<file path="src/rtl/vga_anim_scheduler.sv">
// -----------------------------------------------------------------------------
// vga_anim_scheduler
// Frame-synchronous animation controller. On the start of vertical blanking
// (once every FRAME_DIV frames) it advances the animation time, the bouncing
// QR sprite position and the four Worley feature points. The values are worked
// out one after another into shadow registers, using a single shared add/sub
// unit, and then all outputs commit together in one cycle. The picture can
// therefore never show a half-updated set of values.
//
// Ports
//   clk         in   pixel clock
//   rst_n       in   asynchronous active-low reset
//   counter_x   in   VGA horizontal counter
//   counter_y   in   VGA vertical counter
//   pause       in   1 = hold animation; updates come only from step
//   step        in   single-cycle request for one update while paused
//   qr_x, qr_y  out  QR sprite top-left position
//   tm          out  animation time (number of updates, 20-bit wrapping)
//   pt_x, pt_y  out  feature point coordinates, 4 entries of 9 bits each
//   frame_tick  out  single-cycle pulse in the cycle new values first appear
//   busy        out  high while an update sequence is in flight
// -----------------------------------------------------------------------------
module vga_anim_scheduler #(
  parameter int H_RES     = 640,
  parameter int V_RES     = 480,
  parameter int QR_SIZE   = 54,
  parameter int FRAME_DIV = 1
) (
  input  logic        clk,
  input  logic        rst_n,
  input  logic [9:0]  counter_x,
  input  logic [9:0]  counter_y,
  input  logic        pause,
  input  logic        step,
  output logic [9:0]  qr_x,
  output logic [9:0]  qr_y,
  output logic [19:0] tm,
  output logic [8:0]  pt_x [0:3],
  output logic [8:0]  pt_y [0:3],
  output logic        frame_tick,
  output logic        busy
);

  localparam logic [2:0] IDLE   = 3'd0;
  localparam logic [2:0] ADV_T  = 3'd1;
  localparam logic [2:0] BOUNCE = 3'd2;
  localparam logic [2:0] CALC   = 3'd3;
  localparam logic [2:0] COMMIT = 3'd4;

  localparam logic [9:0] X_MAX  = 10'(H_RES - QR_SIZE);
  localparam logic [9:0] Y_MAX  = 10'(V_RES - QR_SIZE);
  localparam logic [9:0] V_TRIG = 10'(V_RES);

  localparam int              DIV_W    = (FRAME_DIV > 1) ? $clog2(FRAME_DIV) : 1;
  localparam logic [DIV_W-1:0] DIV_LAST = DIV_W'(FRAME_DIV - 1);

  // Feature points at t = 0.
  localparam logic [8:0] PTX_RST [0:3] = '{9'd100, 9'd300, 9'd500, 9'd100};
  localparam logic [8:0] PTY_RST [0:3] = '{9'd100, 9'd200, 9'd400, 9'd500};

  // One bounce step on one axis: returns {dir_inc, position}. Reaching the
  // edge costs one update with the position held while the direction flips.
  function automatic logic [10:0] bounce_step(input logic [9:0] pos,
                                              input logic       inc,
                                              input logic [9:0] max_pos);
    logic [10:0] r;
    if (inc) begin
      if (pos >= max_pos) r = {1'b0, pos};
      else                r = {1'b1, pos + 10'd1};
    end else begin
      if (pos == 10'd0)   r = {1'b1, pos};
      else                r = {1'b0, pos - 10'd1};
    end
    return r;
  endfunction

  // Control state
  logic [2:0]       state_q, state_d;
  logic [2:0]       k_q, k_d;
  logic [DIV_W-1:0] div_q, div_d;
  logic             pend_q, pend_d;

  // Committed (visible) state
  logic [19:0] tm_q;
  logic [9:0]  qr_x_q, qr_y_q;
  logic        dir_x_q, dir_y_q;
  logic [8:0]  pt_x_q [0:3];
  logic [8:0]  pt_y_q [0:3];
  logic        tick_q;

  // Shadow state, built up during the update sequence
  logic [19:0] t_sh_q;
  logic [9:0]  qx_sh_q, qy_sh_q;
  logic        dx_sh_q, dy_sh_q;
  logic [8:0]  ptx_sh_q [0:3];
  logic [8:0]  pty_sh_q [0:3];

  logic        trigger_s, start_s;
  logic [19:0] add_a_s, add_b_s, add_y_s;
  logic        add_sub_s;
  logic [10:0] bx_s, by_s;

  assign trigger_s = (counter_y == V_TRIG) && (counter_x == 10'd0);
  // A trigger while busy is ignored entirely (divider included).
  assign start_s   = trigger_s && (state_q == IDLE) && (div_q == DIV_LAST) &&
                     (!pause || step || pend_q);

  assign bx_s = bounce_step(qr_x_q, dir_x_q, X_MAX);
  assign by_s = bounce_step(qr_y_q, dir_y_q, Y_MAX);

  // Next-state logic for the sequencer, frame divider and pending step.
  always_comb begin
    state_d = state_q;
    k_d     = k_q;
    div_d   = div_q;
    pend_d  = pend_q;

    if (trigger_s && (state_q == IDLE)) begin
      if (div_q == DIV_LAST) div_d = '0;
      else                   div_d = div_q + DIV_W'(1);
    end else begin
      div_d = div_q;
    end

    // A step that arrives together with a qualifying trigger is consumed there.
    if (start_s)            pend_d = 1'b0;
    else if (step && pause) pend_d = 1'b1;
    else                    pend_d = pend_q;

    case (state_q)
      IDLE: begin
        k_d = 3'd0;
        if (start_s) state_d = ADV_T;
        else         state_d = IDLE;
      end
      ADV_T:  state_d = BOUNCE;
      BOUNCE: begin
        state_d = CALC;
        k_d     = 3'd0;
      end
      CALC: begin
        if (k_q == 3'd7) begin
          state_d = COMMIT;
          k_d     = 3'd0;
        end else begin
          state_d = CALC;
          k_d     = k_q + 3'd1;
        end
      end
      COMMIT:  state_d = IDLE;
      default: state_d = IDLE;
    endcase
  end

  // Operand selection for the shared add/sub unit (time advance, then k = 0..7).
  always_comb begin
    add_a_s   = 20'd0;
    add_b_s   = 20'd0;
    add_sub_s = 1'b0;
    case (state_q)
      ADV_T: begin
        add_a_s = tm_q;
        add_b_s = 20'd1;
      end
      CALC: begin
        case (k_q)
          3'd0: begin add_a_s = 20'd100; add_b_s = t_sh_q;        add_sub_s = 1'b0; end
          3'd1: begin add_a_s = 20'd100; add_b_s = t_sh_q;        add_sub_s = 1'b1; end
          3'd2: begin add_a_s = 20'd300; add_b_s = t_sh_q >> 1;   add_sub_s = 1'b1; end
          3'd3: begin add_a_s = 20'd200; add_b_s = t_sh_q >> 1;   add_sub_s = 1'b0; end
          3'd4: begin add_a_s = 20'd500; add_b_s = t_sh_q >> 1;   add_sub_s = 1'b0; end
          3'd5: begin add_a_s = 20'd400; add_b_s = t_sh_q >> 4;   add_sub_s = 1'b1; end
          3'd6: begin add_a_s = 20'd100; add_b_s = t_sh_q >> 3;   add_sub_s = 1'b1; end
          3'd7: begin add_a_s = 20'd500; add_b_s = t_sh_q >> 2;   add_sub_s = 1'b1; end
          default: begin add_a_s = 20'd0; add_b_s = 20'd0;        add_sub_s = 1'b0; end
        endcase
      end
      default: begin
        add_a_s   = 20'd0;
        add_b_s   = 20'd0;
        add_sub_s = 1'b0;
      end
    endcase
    if (add_sub_s) add_y_s = add_a_s - add_b_s;
    else           add_y_s = add_a_s + add_b_s;
  end

  // Sequencer registers.
  always_ff @(posedge clk or negedge rst_n) begin
    if (!rst_n) begin
      state_q <= IDLE;
      k_q     <= 3'd0;
      div_q   <= '0;
      pend_q  <= 1'b0;
    end else begin
      state_q <= state_d;
      k_q     <= k_d;
      div_q   <= div_d;
      pend_q  <= pend_d;
    end
  end

  // Shadow registers: filled step by step, never visible on the outputs.
  always_ff @(posedge clk or negedge rst_n) begin
    if (!rst_n) begin
      t_sh_q  <= 20'd0;
      qx_sh_q <= 10'd0;
      qy_sh_q <= 10'd0;
      dx_sh_q <= 1'b1;
      dy_sh_q <= 1'b1;
      for (int i = 0; i < 4; i++) begin
        ptx_sh_q[i] <= PTX_RST[i];
        pty_sh_q[i] <= PTY_RST[i];
      end
    end else begin
      case (state_q)
        ADV_T: t_sh_q <= add_y_s;
        BOUNCE: begin
          dx_sh_q <= bx_s[10];
          qx_sh_q <= bx_s[9:0];
          dy_sh_q <= by_s[10];
          qy_sh_q <= by_s[9:0];
        end
        CALC: begin
          // Odd k produce y, even k produce x; k[2:1] selects the point.
          if (k_q[0]) pty_sh_q[k_q[2:1]] <= add_y_s[8:0];
          else        ptx_sh_q[k_q[2:1]] <= add_y_s[8:0];
        end
        default: t_sh_q <= t_sh_q;
      endcase
    end
  end

  // Visible registers: change only in the single COMMIT cycle.
  always_ff @(posedge clk or negedge rst_n) begin
    if (!rst_n) begin
      tm_q    <= 20'd0;
      qr_x_q  <= 10'd0;
      qr_y_q  <= 10'd0;
      dir_x_q <= 1'b1;
      dir_y_q <= 1'b1;
      tick_q  <= 1'b0;
      for (int i = 0; i < 4; i++) begin
        pt_x_q[i] <= PTX_RST[i];
        pt_y_q[i] <= PTY_RST[i];
      end
    end else if (state_q == COMMIT) begin
      tm_q    <= t_sh_q;
      qr_x_q  <= qx_sh_q;
      qr_y_q  <= qy_sh_q;
      dir_x_q <= dx_sh_q;
      dir_y_q <= dy_sh_q;
      tick_q  <= 1'b1;
      for (int i = 0; i < 4; i++) begin
        pt_x_q[i] <= ptx_sh_q[i];
        pt_y_q[i] <= pty_sh_q[i];
      end
    end else begin
      tick_q <= 1'b0;
    end
  end

  assign qr_x       = qr_x_q;
  assign qr_y       = qr_y_q;
  assign tm         = tm_q;
  assign frame_tick = tick_q;
  assign busy       = (state_q != IDLE);

  for (genvar g = 0; g < 4; g++) begin : g_pt_out
    assign pt_x[g] = pt_x_q[g];
    assign pt_y[g] = pt_y_q[g];
  end

endmodule

</file>
<file path="config.mk">
export PLATFORM = sky130hd
export DESIGN_NAME = vga_anim_scheduler
export DESIGN_NICKNAME = d
export VERILOG_FILES = /design/src/rtl/vga_anim_scheduler.sv
export SDC_FILE = /design/constraint.sdc
export NUM_CORES = 1
export LEC_CHECK = 0
export ABC_CLOCK_PERIOD_IN_PS = 9300
export BUFFER_PORTS_ARGS = -buffer_cell sky130_fd_sc_hd__buf_2
export CAP_MARGIN = 20
export CORE_UTILIZATION = 50
export DETAILED_ROUTE_END_ITERATION = 10
export PLACE_DENSITY = 0.77
export SYNTH_ARGS = -nofsm -noshare
export SYNTH_HDL_FRONTEND = slang
export SYNTH_SLANG_ARGS = --single-unit
</file>
<file path="constraint.sdc">
create_clock -name clk -period 9.3 [get_ports clk]
set_input_delay 1.86 -clock clk [delete_from_list [all_inputs] [get_ports clk]]
set_output_delay 1.86 -clock clk [all_outputs]
set_load 0.05 [all_outputs]
</file>
# ---- Word-level counts from Yosys, hierarchy flattened
# Cells that the tools add are included.
dict set report op_classes {
  n_addsub 8
  mul 0
  n_div 0
  order_cmp 4
  eq_ne 12
  shifts 0
  mux 26
  n_bitwise 3
  reduce_logical 26
}
# cell n
set ops {}
lappend ops {{$pmux 20 s5} 2}
lappend ops {{$pmux 20 s2} 2}
lappend ops {{$bwmux 36} 2}
lappend ops {{$mux 11} 6}
lappend ops {{$logic_not 10->1} 3}
lappend ops {{$add 10x1->10 const B} 2}
lappend ops {{$add 20x20->20} 1}
lappend ops {{$mux 20} 1}
lappend ops {{$sub 10x1->10 const B} 2}
lappend ops {{$sub 20x20->20} 1}
lappend ops {{$demux 9 s2} 1}
lappend ops {{$eq 3x3->1 const B} 5}
lappend ops {{$eq 3x2->1 const B} 4}
lappend ops {{$pmux 3 s4} 1}
lappend ops {{$eq 10x9->1 const B} 1}
lappend ops {{$ge 10x10->1 const B} 1}
lappend ops {{$ge 10x9->1 const B} 1}
lappend ops {{$mux 9} 1}
lappend ops {{$reduce_or 3->1} 3}
lappend ops {{$eq 3x1->1 const B} 2}
lappend ops {{$logic_and 1x1->1} 6}
lappend ops {{$logic_not 3->1} 2}
lappend ops {{$mux 1} 6}
lappend ops {{$mux 3} 2}
lappend ops {{15 further kinds} 21}
dict set report word_totals {
  register_bits 237
  latchBits 0
  mem_bits_rw 0
  rom_bits 0
  in_bits 24
  output_inout_bits 114
  elab_cells 110
  memories 0
}

# ---- Logic depth before layout (Yosys ltp)
dict set report depth {
  ltp_word 7
  mapped_depth 23
  mapped_depth_nobuf 20
}

# ---- Worst setup path after synthesis
# OpenSTA, ideal clock, no wires.
dict set report synth_timing {
  path_kind {reg2reg}
  startpoint {register k_q[0]}
  endpoint {register t_sh_q[18]}
  arrival_ns 4.804
  t_required_ns 9.166
  path_slack_ns 4.362
  stages_incl_launch_ff 22
  path_buffers 3
  path_cell_list {dfrtp_1 -> ha_1 -> ha_1 -> clkbuf_1 -> nor2_1 -> and4_1 -> clkbuf_1 -> buf_6 -> a221o_1 -> nor4_2 -> nand4_1 -> o41ai_1 -> xor2_1 -> ha_1 -> and2_1 -> o21ai_0 -> o21ai_0 -> a2111oi_0 -> o21ai_0 -> a31oi_1 -> xor2_1 -> o21ai_0}
}
dict set report synth_via {
  elab_chain_len 6
}
# element line_no
set synth_lines {}
lappend synth_lines {{start: declaration} 79} ;# logic [2:0] k_q, k_d;
lappend synth_lines {{start signal: assignment} 197} ;# k_q <= k_d;
lappend synth_lines {{$eq 3x3->1, or another cell as far along} 166} ;# case (k_q)
lappend synth_lines {{$reduce_or 3->1 (no source line) or $reduce_or 2->1 (tied branches)} n/a}
lappend synth_lines {{$pmux 20 s5} 166}
lappend synth_lines {{$pmux 20 s2} 160} ;# case (state_q)
lappend synth_lines {{$add 20x20->20 or $sub 20x20->20 (tied branches)} {185, 184}}
lappend synth_lines {{$mux 20 *} 184} ;# if (add_sub_s) add_y_s = add_a_s - add_b_s;
lappend synth_lines {{end signal: assignment} 217} ;# ADV_T: t_sh_q <= add_y_s;
lappend synth_lines {{end signal: assignment} 229} ;# default: t_sh_q <= t_sh_q;
lappend synth_lines {{end: declaration} 92} ;# logic [19:0] t_sh_q;
# Mark *: on every way between the ends. The rest lies on a longest branch, timed or not. The select of a mux whose other input is x is not followed.
# A chain may end at the register's enable or synchronous reset.

# ---- Worst setup path after layout
dict set report layout_timing {
  startpoint {register k_q[2]}
  endpoint {register t_sh_q[18]}
}
# The elaborated chain is that of the path after synthesis.

==> summary.md <==
| Metric | Value |
|---|---|
| Synth Flop Type | `dfrtp_1` |
| Buffer depth of the longest clock path | `3` |
| Vias in the first global route | `8,543` |
| PwrDens | `around 360 mW/mm^2` |
| Routed length on met2 | `12,900 um` |
| Slew margin rel. | `24.2%` |
| Worst Hold Class | `register to register` |
| Max Freq | `0.154 GHz` |
| Die area | `roughly 0.024 mm^2` |
| Required @ worst endpoint | `9690 ps` |
| Status | `complete, no violations` |
| Initial antenna violation count | `0` |
| Vias | `8,751` |
| Total wire length | `26,800 um` |
| Reg-to-reg endpoint | `t_sh_q[18]` |
| Critical Path Fanout Max | `35` |
| R2r setup slk | `2800 ps` |
| Synth Area in Simple Gates | `13.4%` |
| Tmin final | `6500 ps` |
| Metal3 WL | `around 1400 um` |
| CTS Sinks | `around 240` |
| Overflow after GRT | `0` |
| Post-Synth Adder-Cell Area | `3.62%` |
| Area taken by multi-input logic gates | `0.00533 mm^2` |
| Most frequent cells in the layout | `dfrtp_1 (170), nand2_1 (161), o21ai_0 (137)` |
| Hold buffer count at cts | `0` |
| Mux cell area share after synthesis | `11.2%` |
| Mapped cell area | `0.0116 mm^2` |
| Post-synth EDFFs | `0` |
| Std-Cell Rows | `55` |
| Yosys warns | `0` |
| Die W | `154 um` |
| First-pass GRT wire length | `44,400 um` |
| Hold Startpoint | `ptx_sh_q[15]` |
| Placed instance count | `1,471` |
| Hold Slack | `459 ps` |
| WHS Path Cells | `2` |
| Final Util | `58.6%` |
| Cell taking the most area after synthesis | `dfrtp_1` |
| Syn Inst Count | `1,102` |
| Complex-gate fraction of the synthesized area | `13.9%` |
| Post-synthesis share of cell area spent on xor and xnor gates | `3.69%` |
| RD Place Congestion | `0.891` |
| Clk_skew | `~30 ps` |
| RSZ-0062 raised after global routing | `no` |
| RR Startpoint | `k_q[2]` |
| Largest family of logic cells by synthesized area | `compound AO/OA/AOI/OAI gates` |
| Routed len/inst | `approximately 18 um` |
| Die H | `~150 um` |
| Syn avg cell area | `approximately 11 um^2` |
| CTS tree | `done` |
| Reg clk slew, reported paths | `approximately 60 ps` |
| Starting density of the core | `51.2%` |
| Fin cells | `1,517` |
| Count of cell types in the netlist | `between 60 and 70` |
| Max-slew violations | `0` |
| Register area | `0.00599 mm^2` |
| CTS Buf Count | `25` |
| Layout cell share with drive strength beyond 1 | `30.8%` |
| IO Pins | `138` |
| Synth top area cells | `dfrtp_1 (37%), dfstp_2 (15%), mux2_2 (11%)` |
| R2r worst-path depth | `17` |
| Post-synth top area share | `36.6%` |
| Metal-1 WL | `between 10,000 and 15,000 um` |
| Clock root cell | `clkbuf_16` |
| Leakage | `6.38 nW` |
| Startpoint types | `register` |
| Port buffer count | `137` |
| Syn nets | `1,159` |
| Drt pass-1 iters | `6` |
| WP data arrival | `6890 ps` |
| Critical Path Sink Type | `register` |
| Clock Latency Late Sink | `between 500 and 600 ps` |
| Final Cycle Share | `69.9%` |
| Antenna-violating nets left | `0` |
| Core Region | `0.0227 mm^2` |
| Setup-failing EPs final | `0` |
| H-tree Lvls | `1` |
| Largest net degree at the start of global routing | `105` |
| Number of fill cells | `1,908` |
| Leading cell type in the layout, fill and taps excluded | `dfrtp_1` |
| Final hold violation count | `0` |
| GRT Resource Usage Total | `22.9%` |
| Final-stage net count | `1,270` |
| Highest Signal Layer | `met4` |
| Post-CTS resize count | `0` |
| Via/cell ratio | `about 5.8` |
| Setup bufs post-CTS | `0` |
| Setup TNS | `0 ps` |
| Synthesis-to-finish area growth | `14.6%` |
| Hold-critical path endpoint | `ptx_sh_q[15]` |
| #FFs+latches synth | `236` |
| Crit path from | `k_q[2]` |
| Crit Path Class | `register to register` |
| DRC Markers | `0` |
| Seq/Total Area, Yosys | `around half` |
| Maximum vdd drop | `0.000312 V` |
| # Max-Cap Violations | `0` |
| DP HPWL | `18,100 um` |
| Post-synth ARST share | `100%` |
| 1st-iter DRT viols | `500` |
| # diodes | `0` |
| Power Total | `4.74 mW` |
| Measured slew at the worst slew-check pin | `1130 ps` |
-- worst max-delay path: stages (launching register included) --
cell,delay [ps]
dfrtp_1,950
ha_1,820
nor2_1,210
and4_1,410
a221o_1,470
nor4_2,380
nand4_1,300
o41ai_1,390
xor2_1,220
ha_1,310
and2_1,190
o21ai_0,130
o21ai_0,120
a2111oi_0,750
o21ai_0,230
a31oi_1,230
xor2_1,150
o21ai_0,80
-- sequential cells by signal (all words and copies together), names as in the netlist --
| register | count |
|---|---|
| dir_x_q | 1 |
| dir_y_q | 1 |
| dx_sh_q | 1 |
| dy_sh_q | 1 |
| frame_tick | 1 |
| k_q | 3 |
| pend_q | 1 |
| pt_x | 36 |
| pt_y | 36 |
| ptx_sh_q | 36 |
| pty_sh_q | 36 |
| qr_x | 10 |
| qr_y | 10 |
| qx_sh_q | 10 |
| qy_sh_q | 10 |
| state_q | 3 |
| t_sh_q | 20 |
| tm | 20 |
-- power breakdown --
part | internal [mW] | switching (mW)
logic | 0.735 | 1.64
clock network | 0.581 | 0.407
registers | 1.21 | 0.173
total | 2.53 | 2.22
-- area by class of cell --
class                           count  area share [%]
Sequential cell                   236            45.0
Inverter                           16           0.451
Timing Repair Buffer              145            5.68
Clock inverter                     10           0.940
Clock buffer                       36            5.23
Multi-Input combinational cell    789            40.0
Tap cell                          285            2.68
-- synth_stat cells (6+ instances only) --
master	count
nand3_1	20
inv_1	15
and2_1	18
a21oi_1	35
dfstp_2	66
dfrtp_1	170
a32oi_1	12
mux2_2	116
nand2b_1	15
a31oi_1	11
nor2_1	39
ha_1	32
xnor2_1	19
a222oi_1	6
a21o_1	7
nand4_1	14
and3_1	7
o21ai_0	137
a221o_1	11
xor2_1	30
nor3_1	14
clkbuf_1	56
or3_1	10
nand2_1	161
-- through the flow --
stage	area [um^2]	setup slack, ps
floorplan	11600	4360
global placement	12500	3050
detailed placement	12500	2930
CTS	13300	2910
global route	13300	2250
finish	13300	2800
-- layer usage --
metal | track usage, % | vias to the layer above
li1 | - | 4169
met1 | 32.4 | 4300
met2 | 37.4 | 246
met3 | 2.83 | 36
met4 | 6.27 | 0
met5 | 0 | -
-- worst max-delay path by stage --
stage                             to  slack, ps  cells past startpoint
after CTS                 t_sh_q[18]       2910                     17
after detailed placement  t_sh_q[18]       2930                     17
after floorplan           t_sh_q[18]       4360                     21
after global placement    t_sh_q[18]       3050                     17
after global routing      t_sh_q[18]       2250                     17
final                     t_sh_q[18]       2800                     17
-- cells by family after synthesis --
logic type | count (synthesis)
AO/OA/AOI/OAI | 263
XOR/XNOR | 49
adder cells (fa/ha/maj) | 33
buffers and inverters | 77
flip-flops | 236
multiplexers | 116
AND/OR/NAND/NOR | 328
No activity file was read; power rests on OpenSTA's default activity.
